## config.mk

```make
export PLATFORM = sky130hd
export DESIGN_NAME = alu_arbiter
export DESIGN_NICKNAME = d
export VERILOG_FILES = /design/src/rtl/alu_pkg.sv /design/src/rtl/alu.sv /design/src/rtl/rr_arbiter.sv /design/src/rtl/alu_arbiter.sv
export SDC_FILE = /design/constraint.sdc
export NUM_CORES = 1
export LEC_CHECK = 0
export BUFFER_PORTS_ARGS = -buffer_cell sky130_fd_sc_hd__buf_2
export CAP_MARGIN = 20
export CORE_ASPECT_RATIO = 1.25
export CORE_UTILIZATION = 52
export DETAILED_ROUTE_END_ITERATION = 6
export GPL_ROUTABILITY_DRIVEN = 0
export PLACE_DENSITY = 0.88
export SYNTH_ARGS = -nofsm -noshare
export SYNTH_HDL_FRONTEND = slang
export SYNTH_SLANG_ARGS = --single-unit
export TNS_END_PERCENT = 30
```

## constraint.sdc

```tcl
create_clock -name clk -period 7.8 [get_ports clk]
set_input_delay 0 -clock clk [delete_from_list [all_inputs] [get_ports clk]]
set_output_delay 0 -clock clk [all_outputs]
set_load 0.03 [all_outputs]
```

## src/rtl/alu_pkg.sv

```systemverilog
`default_nettype none
// ============================================================================
//  Module      : alu_pkg
//  Description : Shared types and constants for the ALU and its arbiter.
//                - alu_op_t : 2-bit ALU operation code
//                - FLAG_*   : bit positions inside the 4-bit {N,Z,C,V} flag word
//                - ALU_WIDTH: default datapath width
//  Revision    : 1.0  initial release
// ============================================================================
package alu_pkg;

   localparam int ALU_WIDTH = 32;

   typedef enum logic [1:0] {
      ALU_ADD = 2'b00,
      ALU_SUB = 2'b01,
      ALU_AND = 2'b10,
      ALU_OR  = 2'b11
   } alu_op_t;

   localparam int FLAG_N = 3;
   localparam int FLAG_Z = 2;
   localparam int FLAG_C = 1;
   localparam int FLAG_V = 0;

endpackage
`default_nettype wire

```

## src/rtl/alu.sv

```systemverilog
`default_nettype none
// ============================================================================
//  Module      : alu
//  Description : Combinational ADD/SUB/AND/OR unit with {N,Z,C,V} flags.
//                C is the adder carry-out; for SUB it is the "no borrow"
//                indication (a >= b unsigned). C and V are zero for logic ops.
//  Ports       : a, b     [WIDTH]  operands
//                control  [2]      operation (alu_op_t encoding)
//                result   [WIDTH]  operation result
//                flags    [4]      {N,Z,C,V}
//  Revision    : 1.0  initial release
// ============================================================================
module alu
   import alu_pkg::*;
#(
   parameter int WIDTH = ALU_WIDTH
) (
   input  logic [WIDTH-1:0] a,
   input  logic [WIDTH-1:0] b,
   input  logic [1:0]       control,
   output logic [WIDTH-1:0] result,
   output logic [3:0]       flags
);

   logic             is_sub;
   logic [WIDTH-1:0] b_eff;
   logic [WIDTH:0]   sum;
   logic             carry;
   logic             ovf;

   // Subtraction shares the adder: a + ~b + 1.
   assign is_sub = (control == ALU_SUB);
   assign b_eff  = is_sub ? ~b : b;
   assign sum    = {1'b0, a} + {1'b0, b_eff} + {{WIDTH{1'b0}}, is_sub};

   always_comb begin
      result = '0;
      carry  = 1'b0;
      ovf    = 1'b0;
      case (alu_op_t'(control))
         ALU_ADD, ALU_SUB: begin
            result = sum[WIDTH-1:0];
            carry  = sum[WIDTH];
            // Overflow: both adder inputs share a sign that the sum lacks.
            ovf    = (a[WIDTH-1] == b_eff[WIDTH-1]) &&
                     (sum[WIDTH-1] != a[WIDTH-1]);
         end
         ALU_AND: result = a & b;
         ALU_OR:  result = a | b;
         default: result = '0;
      endcase
   end

   always_comb begin
      flags         = '0;
      flags[FLAG_N] = result[WIDTH-1];
      flags[FLAG_Z] = (result == '0);
      flags[FLAG_C] = carry;
      flags[FLAG_V] = ovf;
   end

endmodule
`default_nettype wire

```

## src/rtl/rr_arbiter.sv

```systemverilog
`default_nettype none
// ============================================================================
//  Module      : rr_arbiter
//  Description : Round-robin arbiter. The search for the next grant starts at
//                last_grant+1 and wraps modulo N. The pointer moves only when
//                the owner signals an accepted transfer via advance.
//  Ports       : clk, rst           clock, asynchronous active-high reset
//                eligible   [N]     ports allowed to win this cycle
//                advance            transfer accepted this cycle
//                grant      [N]     one-hot (or zero) winner
//                last_grant [clog2] index of the most recent winner
//  Revision    : 1.0  initial release
// ============================================================================
module rr_arbiter #(
   parameter int N = 2
) (
   input  logic                 clk,
   input  logic                 rst,
   input  logic [N-1:0]         eligible,
   input  logic                 advance,
   output logic [N-1:0]         grant,
   output logic [$clog2(N)-1:0] last_grant
);

   localparam int PW = $clog2(N);

   logic [PW-1:0] next_ptr;
   logic [PW-1:0] idx;
   logic          found;
   int            cand;

   // Walk N candidates starting one past the previous winner; the last
   // candidate visited is the previous winner itself.
   always_comb begin
      grant    = '0;
      next_ptr = last_grant;
      found    = 1'b0;
      idx      = '0;
      cand     = 0;
      for (int off = 1; off <= N; off++) begin
         cand = int'(last_grant) + off;
         if (cand >= N) begin
            cand = cand - N;
         end
         idx = PW'(cand);
         if (!found && eligible[idx]) begin
            grant[idx] = 1'b1;
            next_ptr   = idx;
            found      = 1'b1;
         end
      end
   end

   // Reset to N-1 so that port 0 wins the first contention.
   always_ff @(posedge clk or posedge rst) begin
      if (rst) begin
         last_grant <= PW'(N - 1);
      end else if (advance && found) begin
         last_grant <= next_ptr;
      end
   end

endmodule
`default_nettype wire

```

## src/rtl/alu_arbiter.sv

```systemverilog
`default_nettype none
// ============================================================================
//  Module      : alu_arbiter
//  Description : Shares one alu between N_REQ requesters. One operation is
//                accepted per cycle in round-robin order; the result and
//                flags are registered in a per-port response slot so a
//                stalled consumer only blocks its own port.
//  Ports       : clk, rst                  clock, async active-high reset
//                req_valid   [N_REQ]       request present
//                req_ready   [N_REQ]       request accepted (one-hot/zero)
//                req_a/b     [N_REQ][W]    operands
//                req_control [N_REQ][2]    alu_op_t op code
//                rsp_valid   [N_REQ]       response held
//                rsp_ready   [N_REQ]       consumer takes response
//                rsp_result  [N_REQ][W]    registered result
//                rsp_flags   [N_REQ][4]    registered {N,Z,C,V}
//  Revision    : 1.0  initial release
// ============================================================================
module alu_arbiter
   import alu_pkg::*;
#(
   parameter int WIDTH = ALU_WIDTH,
   parameter int N_REQ = 2
) (
   input  logic                        clk,
   input  logic                        rst,
   input  logic [N_REQ-1:0]            req_valid,
   output logic [N_REQ-1:0]            req_ready,
   input  logic [N_REQ-1:0][WIDTH-1:0] req_a,
   input  logic [N_REQ-1:0][WIDTH-1:0] req_b,
   input  logic [N_REQ-1:0][1:0]       req_control,
   output logic [N_REQ-1:0]            rsp_valid,
   input  logic [N_REQ-1:0]            rsp_ready,
   output logic [N_REQ-1:0][WIDTH-1:0] rsp_result,
   output logic [N_REQ-1:0][3:0]       rsp_flags
);

   logic [N_REQ-1:0]         eligible;
   logic [N_REQ-1:0]         grant;
   logic [$clog2(N_REQ)-1:0] last_grant;
   logic                     accept;

   logic [WIDTH-1:0]         sel_a;
   logic [WIDTH-1:0]         sel_b;
   logic [1:0]               sel_control;
   logic [WIDTH-1:0]         alu_result;
   logic [3:0]               alu_flags;

   // A port may win if its slot is empty or is being drained this cycle.
   assign eligible = req_valid & (~rsp_valid | rsp_ready);

   // Suppress grants while reset is held so nothing is accepted into a
   // slot that is being cleared.
   assign req_ready = grant & {N_REQ{~rst}};
   assign accept    = |req_ready;

   rr_arbiter #(
      .N (N_REQ)
   ) u_rr_arbiter (
      .clk        (clk),
      .rst        (rst),
      .eligible   (eligible),
      .advance    (accept),
      .grant      (grant),
      .last_grant (last_grant)
   );

   // Operand mux driven by the one-hot grant.
   always_comb begin
      sel_a       = '0;
      sel_b       = '0;
      sel_control = '0;
      for (int i = 0; i < N_REQ; i++) begin
         if (grant[i]) begin
            sel_a       = req_a[i];
            sel_b       = req_b[i];
            sel_control = req_control[i];
         end
      end
   end

   alu #(
      .WIDTH (WIDTH)
   ) u_alu (
      .a       (sel_a),
      .b       (sel_b),
      .control (sel_control),
      .result  (alu_result),
      .flags   (alu_flags)
   );

   // Response slots: a refill takes priority over a drain, so a port that
   // is drained and re-granted in the same cycle keeps rsp_valid high.
   always_ff @(posedge clk or posedge rst) begin
      if (rst) begin
         rsp_valid  <= '0;
         rsp_result <= '0;
         rsp_flags  <= '0;
      end else begin
         for (int i = 0; i < N_REQ; i++) begin
            if (req_ready[i]) begin
               rsp_valid[i]  <= 1'b1;
               rsp_result[i] <= alu_result;
               rsp_flags[i]  <= alu_flags;
            end else if (rsp_ready[i]) begin
               rsp_valid[i]  <= 1'b0;
            end
         end
      end
   end

   ap_grant_onehot : assert property (@(posedge clk) disable iff (rst)
      $onehot0(req_ready));

   // Guards the wrap arithmetic when N_REQ is not a power of two.
   ap_ptr_range : assert property (@(posedge clk) disable iff (rst)
      int'(last_grant) < N_REQ);

endmodule
`default_nettype wire

```

== After elaboration in Yosys (flattened, before gate mapping) ==
Cells that the tools add are included.

* Word-level logic and storage cells: 77
* Register bits: 75
* Output and inout bits: 76

* $lt $le $gt $ge: 6
* Eq/ne operators: 5
* Muxes and demuxes: 30
* $add $sub $neg: 6
* Bitwise gates (word level): 9
* Reduce and logical (&&, ||, !) cells: 14

{| class="wikitable"
|+ Operator list
! kind !! number
|-
| $mux 32 || 5
|-
| $pmux 32 s3 || 1
|-
| $add 32x32->33 || 1
|-
| $add 33x1->33 || 1
|-
| $and 32x32->32 || 1
|-
| $logic_not 32->1 || 1
|-
| $not 32->32 || 1
|-
| $or 32x32->32 || 1
|-
| $mux 1 || 18
|-
| $mux 2 || 4
|-
| $reduce_bool 2->1 || 3
|-
| $logic_and 1x1->1 || 5
|-
| $and 2x2->2 || 2
|-
| $eq 2x2->1 const B || 2
|-
| $lt 1x2->1 const B || 2
|-
| $or 2x2->2 || 2
|-
| $reduce_or 2->1 || 2
|-
| $add 1x2->3 const B || 1
|-
| $ge 3x2->1 const B || 1
|-
| $add 1x1->2 const B || 1
|-
| $demux 1 s1 || 2
|-
| $eq 2x1->1 const B || 1
|-
| $ge 1x1->1 const B || 2
|-
| $ge 2x2->1 const B || 1
|-
| other kinds (8) || 9
|}

== Longest topological paths before layout ==
* Word-level depth: 19
* Gate-level depth with buffers: 25
* Mapped depth without buffers: 17

== Modules after synthesis ==
From an unflattened synthesis, not the netlist that was laid out.

* Cell total of the unflattened synthesis: 698
* Area, all modules: 6721.4 µm²

{| class="wikitable"
|+ Modules (own cells, without submodules)
! module !! area each (µm²) !! sequential area each (µm²) !! cells each !! times used
|-
| alu_arbiter || 3569.7 || 1851.8 || 252 || 1
|-
| alu || 3091.7 || 0.0 || 439 || 1
|-
| rr_arbiter || 60.1 || 26.3 || 7 || 1
|}

== Worst setup path before layout ==
No wires, ideal clock.

* Path kind: register to register
* Start: register rsp_valid[1]
* End: register rsp_flags[2] in the netlist's numbering
* Data arrival time: 6.181 ns
* Required time: 7.723 ns
* Slack: 1.543 ns
* Buffers on the path: 7
* Stages on the path, launching flop included: 25
* Cell sequence: dfrtp_1 nor2b_1 a311oi_4 a22o_1 buf_1 buf_2 clkbuf_1 clkbuf_1 nand2_1 buf_1 xnor2_1 ha_1 clkbuf_1 and4_1 clkbuf_1 a211oi_2 nor2_1 nand2_1 o311ai_0 or4_1 a311o_1 or4b_1 nor4_2 nand4_1 o21ai_1

* Cells in the longest elaborated chain, start to end: 17
* Elaborated cells between the ends (all ways): 33

{| class="wikitable"
|+ Ends and longest elaborated chain
! element !! line !! RTL
|-
| from (decl) || alu_arbiter.sv:32 || <nowiki>output logic [N_REQ-1:0] rsp_valid,</nowiki>
|-
| from (signal assigned) || alu_arbiter.sv:96 || <nowiki>rsp_valid <= '0;</nowiki>
|-
| from (signal, indexed assignment) || alu_arbiter.sv:102 || <nowiki>rsp_valid[i] <= 1'b1;</nowiki>
|-
| from (signal, indexed assignment) || alu_arbiter.sv:106 || <nowiki>rsp_valid[i] <= 1'b0;</nowiki>
|-
| $not 2->2 (*) || alu_arbiter.sv:50 || <nowiki>assign eligible = req_valid & (~rsp_valid | rsp_ready);</nowiki>
|-
| $or 2x2->2 (*) || alu_arbiter.sv:50 ||
|-
| $and 2x2->2 (*) || alu_arbiter.sv:50 ||
|-
| $mux 1 (not written as such) (2 in series) || rr_arbiter.sv:46 || <nowiki>if (!found && eligible[idx]) begin</nowiki>
|-
| $mux 1 || rr_arbiter.sv:46 ||
|-
| $logic_not 1->1 || rr_arbiter.sv:46 ||
|-
| $logic_and 1x1->1 || rr_arbiter.sv:46 ||
|-
| $mux 2 (*) || rr_arbiter.sv:46 ||
|-
| $mux 2 or $mux 32 (tied branches) (2 in series) || alu_arbiter.sv:74 || <nowiki>if (grant[i]) begin</nowiki>
|-
| $eq 2x1->1 or $not 32->32 (tied branches) || alu.sv:32, alu.sv:40, alu.sv:33 ||
|-
| $mux 32 || alu.sv:33 || <nowiki>assign b_eff = is_sub ? ~b : b;</nowiki>
|-
| $add 32x32->33 || alu.sv:34 || <nowiki>assign sum = {1'b0, a} + {1'b0, b_eff} + {{WIDTH{1'b0}}, is_sub};</nowiki>
|-
| $add 33x1->33 || alu.sv:34 ||
|-
| $pmux 32 s3 || alu.sv:40 || <nowiki>case (alu_op_t'(control))</nowiki>
|-
| $logic_not 32->1 || alu.sv:57 || <nowiki>flags[FLAG_Z] = (result == '0);</nowiki>
|-
| to (signal, indexed assignment) || alu_arbiter.sv:104 || <nowiki>rsp_flags[i] <= alu_flags;</nowiki>
|-
| to (decl) || alu_arbiter.sv:35 || <nowiki>output logic [N_REQ-1:0][3:0] rsp_flags</nowiki>
|}

Every way passes the cells marked *; elsewhere a longest branch is shown, timed or not. The select of a mux whose other input is x is not followed.
A chain may end at the register's enable or synchronous reset.

== Worst setup path after layout ==
Same ends and word-level chain as after synthesis.

==> run summary <==
Grt ovf -> 0
Max cap viols -> 0
Post-DP Area -> 0.00763 mm²
First-pass GRT wire length -> 32400 µm
Met3 wire length -> 1710 µm
Ys async rst share -> 1.00
Num CTS Buffers -> 9
Vias in the first global route -> 6662
Switch Pwr -> 0.00142 W
Part of the power in registers -> 0.229
Final Total Pwr -> 0.00282 W
Final setup fails -> 0
CTS clock-pin slew for the worst setup and hold paths -> 60 ps
Cell family with most CP delay -> compound AO/OA/AOI/OAI gates
VDD IR max -> 0.000194 V
Root buffer cell -> clkbuf_16
Met2 WL -> 9520 µm
Die Wd -> 102 µm
Final wirelength -> 20200 µm
Synthesized area per cell -> 7.80 µm²
Setup crit end kind -> flop
Critical Path Slowest Stage Cell -> nand2_2
Critical path's most frequent cell -> o21ai_1
Main flop type after synthesis -> dfrtp_1
Outcome -> completed
EDFF count, synth -> 0
RSZ-0062 raised after global routing -> false
Starting Density -> 0.537
Leakage Power -> 3.78 nW
Metal-1 WL -> 8250 µm
Final instance area -> 0.00800 mm²
CTS tree -> done
DIE AREA -> 0.0131 mm²
Worst min path class -> input pin to flop
Fmax -> 158 MHz
Clock sinks -> 73
Clk network pwr share -> 0.150
Sequential area share after synthesis -> 0.278
Cell count after synthesis -> 841
1st-iter DRT viols -> 557
Final Hold Fails -> 0
Net Sw Frac -> 0.505
Slew Limit Fails -> 0
Clk_lat worst skew -> 320 ps
Die height -> 128 µm
Pwr/cell area -> 352 mW/mm²
Worst min-delay path startpoint -> req_a[31]
Rows -> 45
Leading area contributor after synthesis -> dfrtp_1
Worst flop-to-flop path startpoint -> rsp_valid[1]
Slew HR -> 0.291
Area contributors post-synth -> dfrtp_1, nand2_1, o21ai_0
CP max stage delay -> 670 ps
Crit path from -> rsp_valid[1]
Top Layer Used -> met4
Core ar. -> 0.0122 mm²
Most instantiated cells after synthesis -> nand2_1, o21ai_0, dfrtp_1, nor2_1, a22o_1
Worst-Margin Slew -> 1060 ps
Most common cell in the netlist -> nand2_1
Number of synthesized register bits -> 73
Min cycle time layout -> 6340 ps
Clk_skew -> 4.45 ps
Period utilization -> 0.813
IO buf count -> 213
DRC viols -> 0
Yosys cell types -> 78
Drt pass-1 iters -> 5
Synth top area share -> 0.274
CP Launch Type -> flop
Setup bufs post-CTS -> 0
Worst Path Buf+Inv -> 1
Routed vias -> 7306
Syn_nets -> 1011
IO Pins -> 214
GRT Total Usage -> 0.311
Post-route setup TNS -> 0 ps
Comb power frac -> 0.622
Vias/cell -> 6.18
Final layout net count -> 1183
Layout cells sized above 1 -> 0.253
Worst EP required -> 8030 ps
CP max FO -> 38
Dpl hpwl -> 15300 µm
Largest net degree at the start of global routing -> 78
CP arrival -> 6580 ps
Max H-tree Level -> 3
Critical path class -> flop to flop
Antenna-violating nets left -> 0
Int Power -> 0.00139 W
Initial antenna violation count -> 1
Crit path cell chain -> nor2b_1 -> a311oi_4 -> a22o_1 -> buf_4 -> nand2_2 -> xor2_1 -> ha_1 -> a21oi_1 -> o21ai_1 -> a211o_1 -> nand2_1 -> o311ai_0 -> or4_1 -> a311o_1 -> or4b_1 -> nor4_2 -> nand4_1 -> o21ai_1
Yosys warns -> 0
Area growth syn-to-layout -> 21.9%
CTS max path bufs -> 2
Wire per inst -> 17.0 µm
Final Core Density -> 0.655
Mapped Area -> 0.00656 mm²
-- cell families after synthesis --
| group | count (synthesis) | share of synthesized area |
|---|---|---|
| AOI/OAI and AO/OA | 307 | 0.318 |
| and+or+nand+nor | 281 | 0.194 |
| buffers and inverters | 76 | 0.0467 |
| DFF | 73 | 0.278 |
| xor gates and xnor gates | 50 | 0.0667 |
| adders and majority gates | 50 | 0.0896 |
| muxes | 4 | 0.00629 |
-- registers in the layout, indices dropped and copies added, names as in the netlist --
signal	cells
rsp_valid	2
u_rr_arbiter.last_grant	1
rsp_result	64
rsp_flags	6
-- final cells by class --
class,instances,area (µm²)
multi-input cells,692,4440
fillers,1078,4210
flip-flops and latches,73,1830
repair buffers,225,1170
clock buffers,12,267
well taps,164,205
clock inverters,4,50.0
inverters,12,45.0
diodes,1,2.50
-- power groups by stage --
stage | logic [W] | clock network [W] | registers, W
floorplan | 0.000919 | 0 | 0.000968
global placement | 0.00168 | 0 | 0.000644
detailed placement | 0.00172 | 0 | 0.000650
CTS | 0.00173 | 0.000424 | 0.000645
global route | 0.00191 | 0.000441 | 0.000663
finish | 0.00175 | 0.000422 | 0.000645
-- what timing repair did --
action	4_1_cts	5_1_grt
hold buffers	5	0
endpoints found under the hold margin	19	0
gates resized for setup	0	0
-- cell usage in the layout, fill, tap and decap left out, types with 6 or more instances in the layout --
cell type,synthesis,layout
nand3_1,17,17
o21ai_0,95,95
nand4_1,17,17
o21a_1,7,7
a21boi_0,6,6
a21o_1,9,9
nor3_1,9,9
a21oi_1,50,50
ha_1,31,31
inv_1,11,10
a22oi_1,12,12
o21ai_1,8,8
nand2_1,144,141
a22o_1,53,53
buf_2,5,213
o211ai_1,10,10
clkbuf_16,0,9
dfrtp_1,72,72
xor2_1,17,17
buf_4,2,7
maj3_1,18,18
nor2_1,56,56
xnor2_1,33,33
-- final timing paths --
| kind | endpoint | slack (ps) | cells past startpoint |
|---|---|---|---|
| max | rsp_flags[2] | 1460 | 18 |
| min | rsp_flags[0] | 250 | 4 |
| max reg2reg | rsp_flags[2] | 1460 | 18 |
| min reg2reg | rsp_result[56] | 470 | 2 |
| max in group asynchronous | rsp_result[34] | 6680 | 4 |
| min in group asynchronous | rsp_result[32] | 540 | 4 |
-- layer usage --
layer | track usage | vias up
met1 | 0.408 | 3441
met5 | 0 | -
met3 | 0.0367 | 53
met4 | 0.138 | 0
met2 | 0.509 | 373
li1 | - | 3439
-- worst min-delay path: cells and delay by family --
family	cells	cell delay [ps]
AO/OA/AOI/OAI	2	280
XOR/XNOR	1	180
buffers and inverters	1	70
-- through the flow --
| step | hold slack (ps) | std cells | setup slack [ps] |
|---|---|---|---|
| 2_1_floorplan | 96.4 | 841 | 1540 |
| 3_3_place_gp | 248 | 1161 | 1730 |
| 3_5_place_dp | 250 | 1161 | 1560 |
| 4_1_cts | 243 | 1182 | 1530 |
| 5_1_grt | 254 | 1183 | 948 |
| 6_report | 251 | 1183 | 1460 |
(Power assumes the default switching activity.)
